$ cat src/rtl/status_event_capture.sv
`default_nettype none
// status_event_capture: synchronizes pad events and reports live levels, sticky edge flags and saturating counters.
// Overflow flags in status register 0 are built only when EVENT_OVERFLOW_EN is defined.
module status_event_capture #(
  parameter int DATA_WIDTH  = 8,
  parameter int NUM_EVENTS  = 4,
  parameter int SYNC_STAGES = 2,
  localparam int NUM_STATUS_REG = 2 + NUM_EVENTS
) (
  input  logic                                 clk_i,
  input  logic                                 rst_i,
  input  logic [NUM_EVENTS-1:0]                event_i,
  input  logic [NUM_EVENTS-1:0]                enable_i,
  input  logic [NUM_EVENTS-1:0]                edge_sel_i,
  input  logic                                 clear_i,
  output logic [NUM_EVENTS-1:0]                event_pulse_o,
  output logic [DATA_WIDTH*NUM_STATUS_REG-1:0] status_bus_o
);

  localparam int ARM_MAX = SYNC_STAGES + 1;
  localparam int ARM_W   = ($clog2(ARM_MAX + 1) > 3) ? $clog2(ARM_MAX + 1) : 3;
  localparam logic [DATA_WIDTH-1:0] CNT_MAX = '1;

  logic [NUM_EVENTS-1:0] sync_q [SYNC_STAGES];
  logic [NUM_EVENTS-1:0] sync;
  logic [NUM_EVENTS-1:0] prev;
  logic [NUM_EVENTS-1:0] flag;
  logic [NUM_EVENTS-1:0] overflow;
  logic [NUM_EVENTS-1:0] rise;
  logic [NUM_EVENTS-1:0] fall;
  logic [NUM_EVENTS-1:0] qual;
  logic [DATA_WIDTH-1:0] count_q [NUM_EVENTS];
  logic [ARM_W-1:0]      arm_cnt;
  logic                  armed;
  logic                  clear_q;
  logic                  clr;

  always_ff @(posedge clk_i) begin
    if (rst_i) begin
      for (int s = 0; s < SYNC_STAGES; s++) sync_q[s] <= '0;
    end else begin
      sync_q[0] <= event_i;
      for (int s = 1; s < SYNC_STAGES; s++) sync_q[s] <= sync_q[s-1];
    end
  end

  assign sync  = sync_q[SYNC_STAGES-1];
  assign armed = (arm_cnt == ARM_W'(ARM_MAX));
  assign rise  = sync & ~prev;
  assign fall  = ~sync & prev;
  // The arm window hides the edge an input already high at reset release would otherwise produce.
  assign qual  = ((edge_sel_i & fall) | (~edge_sel_i & rise)) & enable_i & {NUM_EVENTS{armed}};
  assign clr   = clear_i & ~clear_q;

  always_ff @(posedge clk_i) begin
    if (rst_i) begin
      prev          <= '0;
      flag          <= '0;
      event_pulse_o <= '0;
      clear_q       <= 1'b0;
      arm_cnt       <= '0;
      for (int i = 0; i < NUM_EVENTS; i++) count_q[i] <= '0;
    end else begin
      prev          <= sync;
      clear_q       <= clear_i;
      event_pulse_o <= qual;
      if (!armed) arm_cnt <= arm_cnt + 1'b1;
      for (int i = 0; i < NUM_EVENTS; i++) begin
        if (clr) begin
          // An edge coinciding with clear is kept so no event is lost.
          flag[i]    <= qual[i];
          count_q[i] <= qual[i] ? DATA_WIDTH'(1) : '0;
        end else if (qual[i]) begin
          flag[i] <= 1'b1;
          if (count_q[i] != CNT_MAX) count_q[i] <= count_q[i] + 1'b1;
        end
      end
    end
  end

`ifdef EVENT_OVERFLOW_EN
  always_ff @(posedge clk_i) begin
    if (rst_i) begin
      overflow <= '0;
    end else begin
      for (int i = 0; i < NUM_EVENTS; i++) begin
        if (clr) overflow[i] <= 1'b0;
        else if (qual[i] && (count_q[i] == CNT_MAX)) overflow[i] <= 1'b1;
      end
    end
  end
`else
  assign overflow = '0;
`endif

  always_comb begin
    status_bus_o = '0;
    status_bus_o[NUM_EVENTS-1:0]            = sync;
    status_bus_o[2*NUM_EVENTS-1:NUM_EVENTS] = overflow;
    status_bus_o[DATA_WIDTH +: NUM_EVENTS]  = flag;
    for (int i = 0; i < NUM_EVENTS; i++)
      status_bus_o[(2+i)*DATA_WIDTH +: DATA_WIDTH] = count_q[i];
  end

endmodule
`default_nettype wire

$ cat config.mk
export PLATFORM = sky130hd
export DESIGN_NAME = status_event_capture
export DESIGN_NICKNAME = d
export VERILOG_FILES = /design/src/rtl/status_event_capture.sv
export SDC_FILE = /design/constraint.sdc
export NUM_CORES = 1
export LEC_CHECK = 0
export BUFFER_PORTS_ARGS = -buffer_cell sky130_fd_sc_hd__buf_2
export CAP_MARGIN = 20
export CORE_ASPECT_RATIO = 1.75
export CORE_UTILIZATION = 47
export CTS_CLUSTER_SIZE = 28
export DETAILED_ROUTE_END_ITERATION = 6
export PLACE_DENSITY = 0.82
export SETUP_SLACK_MARGIN = 0.02
export SYNTH_ARGS = -nofsm -noshare
export SYNTH_HDL_FRONTEND = slang
export SYNTH_SLANG_ARGS = --single-unit
$ cat constraint.sdc
create_clock -name clk_i -period 2.2 [get_ports clk_i]
set_input_delay 0.44 -clock clk_i [delete_from_list [all_inputs] [get_ports clk_i]]
set_output_delay 0.44 -clock clk_i [all_outputs]
set_load 0.02 [all_outputs]
After elaboration in Yosys (flattened, before gate mapping). Memories as Yosys holds them, arrays and structs flattened. Cells that the tools add are included.

Bits in registers: 16. Bits in writable memories: 40. Input port bits: 15. Logic and storage cells: 94. Memories kept: 2.

Memories: count_q (depth 4, bits a word 8, rd ports 4, clocked after Yosys merged registers in 0, write ports 4, line 32) `logic [DATA_WIDTH-1:0] count_q [NUM_EVENTS];`; sync_q (depth 2, bits a word 4, rd ports 2, clocked after Yosys merged registers in 0, write ports 2, line 24) `logic [NUM_EVENTS-1:0] sync_q [SYNC_STAGES];`.

Add/sub/neg operators: 5. Equality and inequality tests: 5. Mux-type cells: 48. Bitwise logic cells: 22. Reduce and logical (&&, ||, !) cells: 4.

Operators with widths (count): $mux 8 (8); $mux 1 (38); $add 8x1->8 const B (4); $ne 8x8->1 const B (4); $and 4x4->4 (6); $not 4->4 (3); $or 1x1->1 (10); $mux 4 (2); $reduce_bool 2->1 (4); $or 4x4->4 (1); $add 3x1->3 const B (1); $eq 3x2->1 const B (1); $and 1x1->1 (1); $not 1->1 (1).

Logic depth before layout (Yosys ltp). Gate-level depths: netlist of run 1. An unclocked memory read counts as a cell.

Word-level depth: 12. Depth in mapped cells: 5. Gate-level depth less buffers: 5.

Worst setup path after synthesis of run 1. OpenSTA, ideal clock, no wires.

Path type: flip-flop to flip-flop. Start point: register arm_cnt[0]. End point: memory count_q[1][0], enable pin. Setup time: 384 ps. Data arrival time: 1909 ps. Data required time: 1816 ps. Setup slack: -93 ps. Stages on the path, launching flop included: 6. Clock period less this slack: 2293 ps. Path through: dfxtp_1 ha_1 ha_1 and2b_1 o2111ai_1 o21ai_0.

RTL lines: start, declared (line 33) `logic [ARM_W-1:0] arm_cnt;`; start signal, assigned (line 67) `if (!armed) arm_cnt <= arm_cnt + 1'b1;`; end, declared (line 32).

==> impl_results.md, run 1 <==
- Setup WS post-layout: ~0.28 ns
- Hold Crit Class: in -> reg
- Largest area contributor in the netlist: edfxtp_1
- Crit path cell chain: ha_1 -> ha_1 -> and2b_1 -> o2111ai_1 -> o21ai_1 -> buf_4
- Final Max Tran Viols: 0
- Die Span X: between 50 and 60 um
- R2r endpoint: count_q[1][4]$_SDFFCE_PN0P_
- WP buf/inv: 1
- Finished Cell Area: 3080 um^2
- Critical Path AT: slightly below 2 ns
- EDFF count, synth: 32
- Final GP Congestion: 0.824
- Post-route ant nets: 0
- First DRT Iteration DRCs: 40
- Iteration count of the initial detailed-routing pass: 4
- Synth top area share: 0.370
- Clock Latency Late Sink: 0.30 ns
- CP peak stage delay: 0.37 ns
- Post-CTS Hold Buffers: 0
- Synthesized area: 2600 um^2
- CP Class: reg -> reg
- Critical path peak fanout: 8
- Status: complete, no violations
- Setup violators final: 0
- Setup TNS: 0 ns
- Post-CTS setup buffers: 0
- Root Driver: clkbuf_8
- Syn_area_per_cell: 11.1 um^2
- Setup crit start: arm_cnt[0]$_SDFFE_PP0P_
- CTS max path bufs: 2
- Final hold violation count: 0
- Vias in the first global route: 1,889
- Netlist cell types: 38
- Mapped Cells: 234
- Worst R2R Path Depth: 6
- Detailed Place HPWL: around 3800 um
- Critical Path Sink: count_q[1][4]$_SDFFCE_PN0P_
- Slowest-stage cell, CP: dfxtp_1
- Critical Path End Type: register
- Via/cell ratio: 5.25
- FF+latch count, synth: 56
- Max_cap viols: 0
- Sequential area share after synthesis: 0.554
- Row count: 35
- Pre-CTS WS: between 0.3 and 0.4 ns
- Data required, critical path: approximately 2.2 ns
- Top_reg_cell synth: edfxtp_1
- Synth top area cells: edfxtp_1 37%, dfxtp_1 18%, buf_4 3.5%
- DRC: 0
- Total wire length: 5020 um
- Commonest non-fill, non-tap cells in the layout: 58 x buf_2, 32 x edfxtp_1, 24 x dfxtp_1, 16 x nor2_1
- Switch Pwr: 0.501 mW
- DR WL/cell: ~13 um
- Pleak: 1.30 nW
- Sw Share: 0.247
- PwrDens: 660 nW/um^2
- F_max: around 0.52 GHz
- Syn. warnings: 0
- Commonest non-fill, non-tap cell in the layout: buf_2
- Relative slew slack: 0.588
- Logic pwr share: 0.110
- Remaining Overflow, GRT: 0
- Clk slew on worst S/H paths: roughly 0.1 ns
- Int Pwr: 1.53 mW
- H-tree depth: 2
- GRT Resource Usage Total: 0.184
- Startpoint types: register
- Area Overhead vs Synth: 18.4%
- Top cell family by delay on the critical path: adder cells
- Full die area: 5850 um^2
- Final period util: 0.872
- PostCTS Resize Cnt: 0
- Reg-to-Reg Start: arm_cnt[0]$_SDFFE_PP0P_
- Final Util: 0.581
- I/O pin total: 67
- Die height: 100 um
- FF-to-FF setup slack: 0.28 ns
- Cells after DPL: 368
- Global-route wire length before repair: 8340 um
- Clk sink count: 56
- CTS tree: built
- Worst Skew: 0.00547 ns
- DR vias: 1,973
- Share of power burned in registers: 0.593
- Initial antenna violation count: 0
- Port bufs: 58
- Crit path top cell by count: ha_1
- NumNets Final: 322
- Worst slew pin tran: about 0.62 ns
- Post-synth ARST share: 0
- Maximum vdd drop: 0.000490 V
- Final Instance Count excl. Fillers: 376
- CTS buffer count: 5
- Starting Density: 0.491
- Minimum clock period: 1.92 ns
- Core Footprint: 5300 um^2
- RSZ-0062 raised after global routing: false
- Largest net degree at the start of global routing: 17
- Layout cells sized above 1: 0.248
- Post-Place Cell Area: 2980 um^2
- Clock power share: 0.297
- Levels on crit path: 6
- Diode count: 0
==> cell usage after synthesis (7+ instances only) <==
| cell | count |
|---|---|
| edfxtp_1 | 32 |
| dfxtp_1 | 24 |
| nor2_1 | 16 |
| nand3_1 | 14 |
| nor2b_1 | 14 |
| o21ai_0 | 13 |
| buf_4 | 12 |
| nand2_1 | 10 |
| nor3b_1 | 10 |
| or3_1 | 8 |
| xor2_1 | 8 |
| a211oi_1 | 7 |
==> worst register-to-register path, delay by kind of cell, from the launching register on <==
kind	cells	cell delay (ns)
adders and majority gates	2	0.45
DFF	1	0.37
buffers and inverters	1	0.19
AOI/OAI and AO/OA	2	0.35
and+or+nand+nor	1	0.29
==> power by group through the flow <==
stage	Clock (mW)	Sequential [mW]	Combinational, mW
after floorplan	0	1.26	0.123
after global placement	0	1.23	0.215
after detailed placement	0	1.23	0.222
after CTS	0.612	1.21	0.224
after global routing	0.660	1.21	0.245
final	0.604	1.21	0.223
==> logic make-up (layout without fill, tap and decap cells) <==
family | Yosys count | count (layout) | share of synthesized area
AO/OA/AOI/OAI | 49 | 49 | 0.131
XOR/XNOR | 13 | 13 | 0.0438
adder cells (fa/ha/maj) | 6 | 6 | 0.0289
buffers and inverters | 18 | 79 | 0.0433
flip-flops | 56 | 56 | 0.554
multiplexers | 1 | 1 | 0.00385
other | 1 | 8 | 0.00144
AND/OR/NAND/NOR | 90 | 90 | 0.193
==> routing by layer <==
layer | wire (um) | GRT usage | up-vias | share of wire
li1 | - | - | 979 | -
met1 | 2100 | 0.208 | 941 | 0.42
met2 | 2630 | 0.327 | 48 | 0.53
met3 | 207 | 0.0412 | 5 | 0.041
met4 | 70 | 0.0714 | 0 | 0.014
met5 | 0 | 0 | - | 0
==> sequential cells by signal, summed over array words and instances (netlist names) <==
name and flops:
sync_q 8, prev 4, count_q 32, clear_q 1, arm_cnt 3, event_pulse_o 4, flag 4
==> layout make-up <==
cell class | instances | area [um^2]
inverters | 4 | 15.0
multi-input cells | 167 | 1070
repair buffers | 67 | 358
clock buffers | 8 | 100
flip-flops and latches | 56 | 1440
well taps | 74 | 92.6
fillers | 453 | 2220
==> worst min-delay path by stage <==
stage,cells past startpoint,slack [ns],end,start
after detailed placement,1,0.44,sync_q[0][7]$_SDFF_PP0_,sync_q[0][3]$_SDFF_PP0_
after global placement,1,0.42,sync_q[0][4]$_SDFF_PP0_,sync_q[0][0]$_SDFF_PP0_
after CTS,2,0.34,sync_q[0][1]$_SDFF_PP0_,event_i[1]
after global routing,2,0.34,sync_q[0][3]$_SDFF_PP0_,event_i[3]
final,2,0.34,sync_q[0][3]$_SDFF_PP0_,event_i[3]
after floorplan,1,0.41,sync_q[0][4]$_SDFF_PP0_,sync_q[0][0]$_SDFF_PP0_
==> stage by stage <==
step,total power [mW],hold slack [ns]
finish,2.03,0.341
global route,2.12,0.335
detailed placement,1.45,0.436
CTS,2.04,0.343
floorplan,1.38,0.414
global placement,1.44,0.419
No activity file was read; power rests on OpenSTA's default activity.
==> run 2, diff against run 1 <==
- ABC_AREA: unset -> 1
- CORE_UTILIZATION: 47 -> 48
- PLACE_DENSITY: 0.82 -> 0.83
==> run 2 against run 1 <==
Compared with the run above:
- worst hold slack lost 0.0097 ns
- register-to-register slack gained 0.04 ns
- area after synthesis grew 5.3%
- power grew 2.9%
- utilization shrank 1.3 points
- wire length shrank 2.1%
- clock power grew 8.1%
- maximum frequency grew 2.4%
- non-clock buffer count shrank 8
- combinational power grew 4%
- cell area grew 2.3%
==> impl_results.md, run 2 <==
- Status: complete, no violations
- Synth top area share: 0.351 (-0.0187)
- Post-CTS Hold Buffers: 0 (unchanged)
- Hold Crit Class: in -> reg
- WP buf/inv: 0 (-1)
- Global-route wire length before repair: 8160 um (-2.2%)
- Worst Skew: 0.00911 ns (+0.00364 ns)
- Root Driver: clkbuf_8
- Regs by FF count: count_q x32, sync_q x8
- Slowest-stage cell, CP: dfxtp_1
- Top_reg_cell synth: edfxtp_1
- H-tree depth: 2 (unchanged)
- PostCTS Resize Cnt: 0 (unchanged)
- Overall power: 2.09 mW (+2.9%)
- Top cell family by delay on the critical path: simple AND/OR/NAND/NOR gates
- Reg-to-Reg Start: arm_cnt[0]$_SDFFE_PP0P_
- Total wire length: 4910 um (-2.1%)
- Row count: 36 (+2.9%)
- Final GP Congestion: 0.806 (-2.2%)
- CTS buffer count: 5 (unchanged)
- Critical Path End Type: register
- Largest net degree at the start of global routing: 19 (+2)
- M1 GR Usage: 0.180 (-0.0278)
- Hold path start: event_i[3]
- GR Util met3: 0.0468 (+0.00560)
- First DRT Iteration DRCs: 34 (-15%)
- DR vias: 2,020 (+2.4%)
- CP peak stage delay: 0.36 ns (about the same)
- Setup TNS: 0 ns (unchanged)
- Largest area contributor in the netlist: edfxtp_1
- Post-route ant nets: 0 (unchanged)
- Clk slew on worst S/H paths: 0.09 ns (about the same)
- Initial antenna violation count: 0 (unchanged)
- Met2 usage: 0.340 (+0.0129)
- Remaining Overflow, GRT: 0 (unchanged)
- Layout cells sized above 1: 0.247 (-0.00115)
- F_max: 0.534 GHz (+2.4%)
- Die height: 102 um (+1.5%)
- CTS max path bufs: 2 (unchanged)
- Crit path cell chain: ha_1 -> ha_1 -> nand2_1 -> nor2_2 -> nand4_2 -> nand2_1
- Netlist cell types: 31 (-18%)
- CP Class: reg -> reg
- Fill cells: 486 (+7.3%)
- Clock Latency Late Sink: 0.31 ns (about the same)
- Critical Path AT: 1.86 ns (-0.08 ns)
- Setup crit start: arm_cnt[0]$_SDFFE_PP0P_
- Post-synth ARST share: 0 (unchanged)
- Core Footprint: 5540 um^2 (+4.6%)
- Final Max Tran Viols: 0 (unchanged)
- Post-synth top cells: 53 x nor2_1, 52 x nand2_1, 36 x inv_1
- Full die area: 6020 um^2 (+3.1%)
- Top Usage Layer GRT: met2
- Pleak: 1.40 nW (+7.6%)
- EDFF count, synth: 32 (unchanged)
- Most flop-heavy register: count_q
- Data required, critical path: 2.19 ns (-0.04 ns)
- Startpoint types: register
- Commonest non-fill, non-tap cells in the layout: 58 x buf_2, 53 x nor2_1, 52 x nand2_1, 36 x inv_1, 32 x edfxtp_1
- Clk sink count: 56 (unchanged)
- GRT Resource Usage Total: 0.182 (-0.00170)
- Most numerous cell in the Yosys netlist: nor2_1
- Vias in the first global route: 1,920 (+1.6%)
- Setup WS post-layout: 0.326 ns (+0.0443 ns)
- Setup violators final: 0 (unchanged)
- Minimum clock period: 1.87 ns (-0.0443 ns)
- RSZ-0062 raised after global routing: false
- Synthesized area: 2740 um^2 (+5.3%)
- DRC: 0 (unchanged)
- NumNets Final: 376 (+17%)
- Starting Density: 0.494 (+0.00368)
- Via/cell ratio: 4.68 (-11%)
- Maximum vdd drop: 0.000455 V (-7.0%)
- Pre-CTS WS: 0.308 ns (+0.00106 ns)
- DR WL/cell: 11.4 um (-15%)
- Area Overhead vs Synth: 15.0%
- Mapped Cells: 297 (+27%)
- Syn_area_per_cell: 9.22 um^2 (-17%)
- Final hold violation count: 0 (unchanged)
- Critical path peak fanout: 8 (unchanged)
- Synth top area cells: edfxtp_1 35%, dfxtp_1 18%, nor2_1 7.3%
- CTS tree: built
- Post-CTS setup buffers: 0 (unchanged)
- Port bufs: 58 (unchanged)
- Max_cap viols: 0 (unchanged)
- Die Span X: 59.1 um (+1.5%)
- Detailed Place HPWL: 3980 um (+3.5%)
- PwrDens: 664 nW/um^2 (+0.57%)
- Iteration count of the initial detailed-routing pass: 4 (unchanged)
- FF+latch count, synth: 56 (unchanged)
- I/O pin total: 67 (unchanged)
- Syn. warnings: 0 (unchanged)
- Sequential area share after synthesis: 0.526 (-0.0281)
- Max reg flops: 32 (unchanged)
- Commonest non-fill, non-tap cell in the layout: buf_2
- FF-to-FF setup slack: 0.33 ns (+0.04 ns)
- Final period util: 0.852 (-0.0202)
- Diode count: 0 (unchanged)
## run 2: cell count changes in the layout (fill, tap and decap cells not counted), sizes merged, moves of 5 or more
cell,previous run,this run
a211oi,7,0
buf,67,59
inv,4,38
nand2,10,53
nor2,16,66
nor2b,14,0
nor3,5,0
nor3b,10,0
o21ai,13,7
or3,8,0
xnor2,5,12
## run 2: final timing paths
path | end | depth (start not counted)
hold reg to reg | sync_q[0][6]$_SDFF_PP0_ | 2
setup reg to reg | count_q[0][2]$_SDFFCE_PN0P_ | 6
setup / recovery | count_q[0][2]$_SDFFCE_PN0P_ | 6
hold / removal | sync_q[0][3]$_SDFF_PP0_ | 3
## run 2: final cells by class
type | instances | area (um^2) | area share
flip-flops and latches | 56 | 1440 | 0.458
multi-input cells | 195 | 1060 | 0.338
repair buffers | 59 | 298 | 0.0946
inverters | 38 | 143 | 0.0453
well taps | 76 | 95.1 | 0.0302
clock buffers | 6 | 72.6 | 0.0230
clock inverters | 2 | 35.0 | 0.0111
## run 2: metrics by stage
step	cells	hold slack (ns)	instance area, um^2	utilization
2_1_floorplan	304	0.388	2770	-
3_3_place_gp	424	0.390	3040	0.549
4_1_cts	432	0.333	3150	0.568
6_report	432	0.331	3150	0.568
3_5_place_dp	424	0.397	3040	0.549
5_1_grt	432	0.329	3150	0.568
## run 2: kinds of logic (layout without fill, tap and decap cells)
| kind of cell | after synthesis | after routing | share of synthesized area |
|---|---|---|---|
| flip-flops | 56 | 56 | 0.526 |
| AO/OA/AOI/OAI | 16 | 16 | 0.0320 |
| XOR/XNOR | 19 | 19 | 0.0608 |
| AND/OR/NAND/NOR | 146 | 146 | 0.258 |
| buffers and inverters | 53 | 105 | 0.0946 |
| adder cells (fa/ha/maj) | 6 | 6 | 0.0274 |
| other | 1 | 8 | 0.00137 |
## run 2: report_power, final
part,switching [mW],internal [mW]
registers,0.0481,1.16
logic,0.154,0.0764
clock network,0.315,0.338
## run 2: tightest hold or removal path, delay by kind of cell
kind	cells	cell delay [ns]
buf+inv	2	0.13
simple gates	1	0.03
## run 2: metal layers
metal,routed length [um],part of all wire,vias to the layer above
met5,0,0,-
met2,2680,0.55,59
met3,228,0.046,9
li1,-,-,1038
met4,98,0.020,0
met1,1900,0.39,914
==> run 3, diff against run 2 <==
- CORE_UTILIZATION: 48 -> 35
- PLACE_DENSITY: 0.83 -> 0.65
==> run 3 against run 2 <==
Compared with the run above:
- worst hold slack improved by 0.014 ns
- register-to-register slack about the same
- global-route usage decreased by 3.9 points
- non-clock buffer count is the same
- worst setup slack worse by 0.0089 ns
- sequential cell count is the same
- via count decreased by 0.50%
- critical path depth rose by 2
- highest routed layer unchanged
==> impl_results.md, run 3 (synthesis gave the netlist of run 2 again) <==
- Setup TNS: 0 ns (unchanged)
- Final Instance Count excl. Fillers: 444 (+2.8%)
- Startpoint types: register
- Crit path cell chain: ha_1 -> ha_1 -> nand2_1 -> inv_1 -> nand2_1 -> nor2_4 -> nand3_2 -> nand2_1
- Final hold violation count: 0 (unchanged)
- GRT Resource Usage Total: 0.143 (-0.0387)
- H-tree depth: 2 (unchanged)
- Post-CTS setup buffers: 0 (unchanged)
- GR Util met3: 0.0278 (-0.0191)
- DR vias: 2,010 (-0.50%)
- PwrDens: 690 nW/um^2 (+4.0%)
- Maximum vdd drop: 0.000352 V (-23%)
- Top Usage Layer GRT: met2
- Post-CTS Hold Buffers: 0 (unchanged)
- CTS max path bufs: 2 (unchanged)
- Core Footprint: 7570 um^2 (+37%)
- I/O pin total: 67 (unchanged)
- Root Driver: clkbuf_16
- RSZ-0062 raised after global routing: false
- Diode count: 0 (unchanged)
- Vias in the first global route: 1,947 (+1.4%)
- Worst Skew: 0.00369 ns (-0.00542 ns)
- Post-route ant nets: 0 (unchanged)
- Crit path top cell by count: nand2_1
- Global-route wire length before repair: 8830 um (+8.1%)
- PostCTS Resize Cnt: 0 (unchanged)
- Slowest-stage cell, CP: dfxtp_1
- F_max: 0.531 GHz (-0.47%)
- Max_cap viols: 0 (unchanged)
- CP Class: reg -> reg
- Final period util: 0.856 (+0.00403)
- Commonest non-fill, non-tap cell in the layout: buf_2
- Final GP Congestion: 0.755 (-6.3%)
- Port bufs: 58 (unchanged)
- Status: complete, no violations
- Clk slew on worst S/H paths: 0.07 ns (-0.02 ns)
- CP peak stage delay: 0.35 ns (about the same)
- Largest net degree at the start of global routing: 19 (unchanged)
- DR WL/cell: 11.8 um (+3.9%)
- Commonest non-fill, non-tap cells in the layout: 58 x buf_2, 53 x nor2_1, 52 x nand2_1, 36 x inv_1, 32 x edfxtp_1
- CTS buffer count: 5 (unchanged)
- Regs by FF count: count_q x32, sync_q x8
- Setup violators final: 0 (unchanged)
- Layout cells sized above 1: 0.247 (unchanged)
- Remaining Overflow, GRT: 0 (unchanged)
- DRC: 0 (unchanged)
- Full die area: 8200 um^2 (+36%)
- Hold Crit Class: in -> reg
- Initial antenna violation count: 0 (unchanged)
- Iteration count of the initial detailed-routing pass: 4 (unchanged)
- Met2 usage: 0.254 (-0.0858)
- First DRT Iteration DRCs: 69 (+100%)
- Via/cell ratio: 4.53 (-3.2%)
- Clock Latency Late Sink: 0.29 ns (-0.02 ns)
- Die Span X: 68.9 um (+17%)
- Pleak: 1.41 nW (+0.59%)
- Die height: 119 um (+17%)
- Final Max Tran Viols: 0 (unchanged)
- Critical Path End Type: register
- Row count: 42 (+17%)
- Minimum clock period: 1.88 ns (+0.00888 ns)
- Clk sink count: 56 (unchanged)
- Most flop-heavy register: count_q
- Total wire length: 5250 um (+6.8%)
- M1 GR Usage: 0.156 (-0.0235)
- Cells after DPL: 436 (+2.8%)
- Critical path peak fanout: 8 (unchanged)
- Detailed Place HPWL: 4170 um (+4.7%)
- Area Overhead vs Synth: 16.9%
- Critical Path AT: 1.84 ns (-0.02 ns)
- Data required, critical path: 2.16 ns (-0.03 ns)
- Max reg flops: 32 (unchanged)
- CTS tree: built
- FF-to-FF setup slack: 0.32 ns (about the same)
- NumNets Final: 376 (unchanged)
- Starting Density: 0.362 (-0.132)
-- run 3: through the flow --
step / total power, mW / setup WS [ns] / hold slack, ns / instance area (um^2) / util
global route: 2.31 / 0.142 / 0.364 / 3200 / 0.423
CTS: 2.24 / 0.293 / 0.343 / 3200 / 0.423
detailed placement: 1.47 / 0.315 / 0.393 / 3060 / 0.404
finish: 2.21 / 0.317 / 0.345 / 3200 / 0.423
floorplan: 1.40 / 0.429 / 0.388 / 2770 / -
global placement: 1.46 / 0.355 / 0.391 / 3060 / 0.404
-- run 3: worst max-delay path, delay by kind of cell (launching register included) --
family        cells  cell delay (ns)
buf+inv           1             0.05
flops             1             0.35
fa+ha+maj         2             0.39
simple gates      5             0.74
-- run 3: final cells by class --
| cell class | count | area (um^2) |
|---|---|---|
| repair buffers | 59 | 298 |
| clock inverters | 3 | 18.8 |
| clock buffers | 5 | 125 |
| multi-input cells | 195 | 1060 |
| fillers | 791 | 4370 |
| inverters | 38 | 143 |
| flip-flops and latches | 56 | 1440 |
| well taps | 88 | 110 |
-- run 3: power by group --
group	internal (mW)	leakage, nW	switching [mW]
Sequential	1.16	0.545	0.0487
Combinational	0.0768	0.797	0.156
Clock	0.418	0.0635	0.350
-- run 3: final timing paths --
kind,start,to,depth (start not counted)
worst max-delay path,arm_cnt[0]$_SDFFE_PP0P_,count_q[2][1]$_SDFFCE_PN0P_,8
worst min-delay path,event_i[0],sync_q[0][0]$_SDFF_PP0_,3
worst max register to register,arm_cnt[0]$_SDFFE_PP0P_,count_q[2][1]$_SDFFCE_PN0P_,8
worst min register to register,sync_q[0][3]$_SDFF_PP0_,sync_q[0][7]$_SDFF_PP0_,2
-- run 3: metal layers --
metal | vias up | share of wire
li1 | 1039 | -
met1 | 919 | 0.40
met2 | 45 | 0.54
met3 | 7 | 0.042
met4 | 0 | 0.020
met5 | - | 0
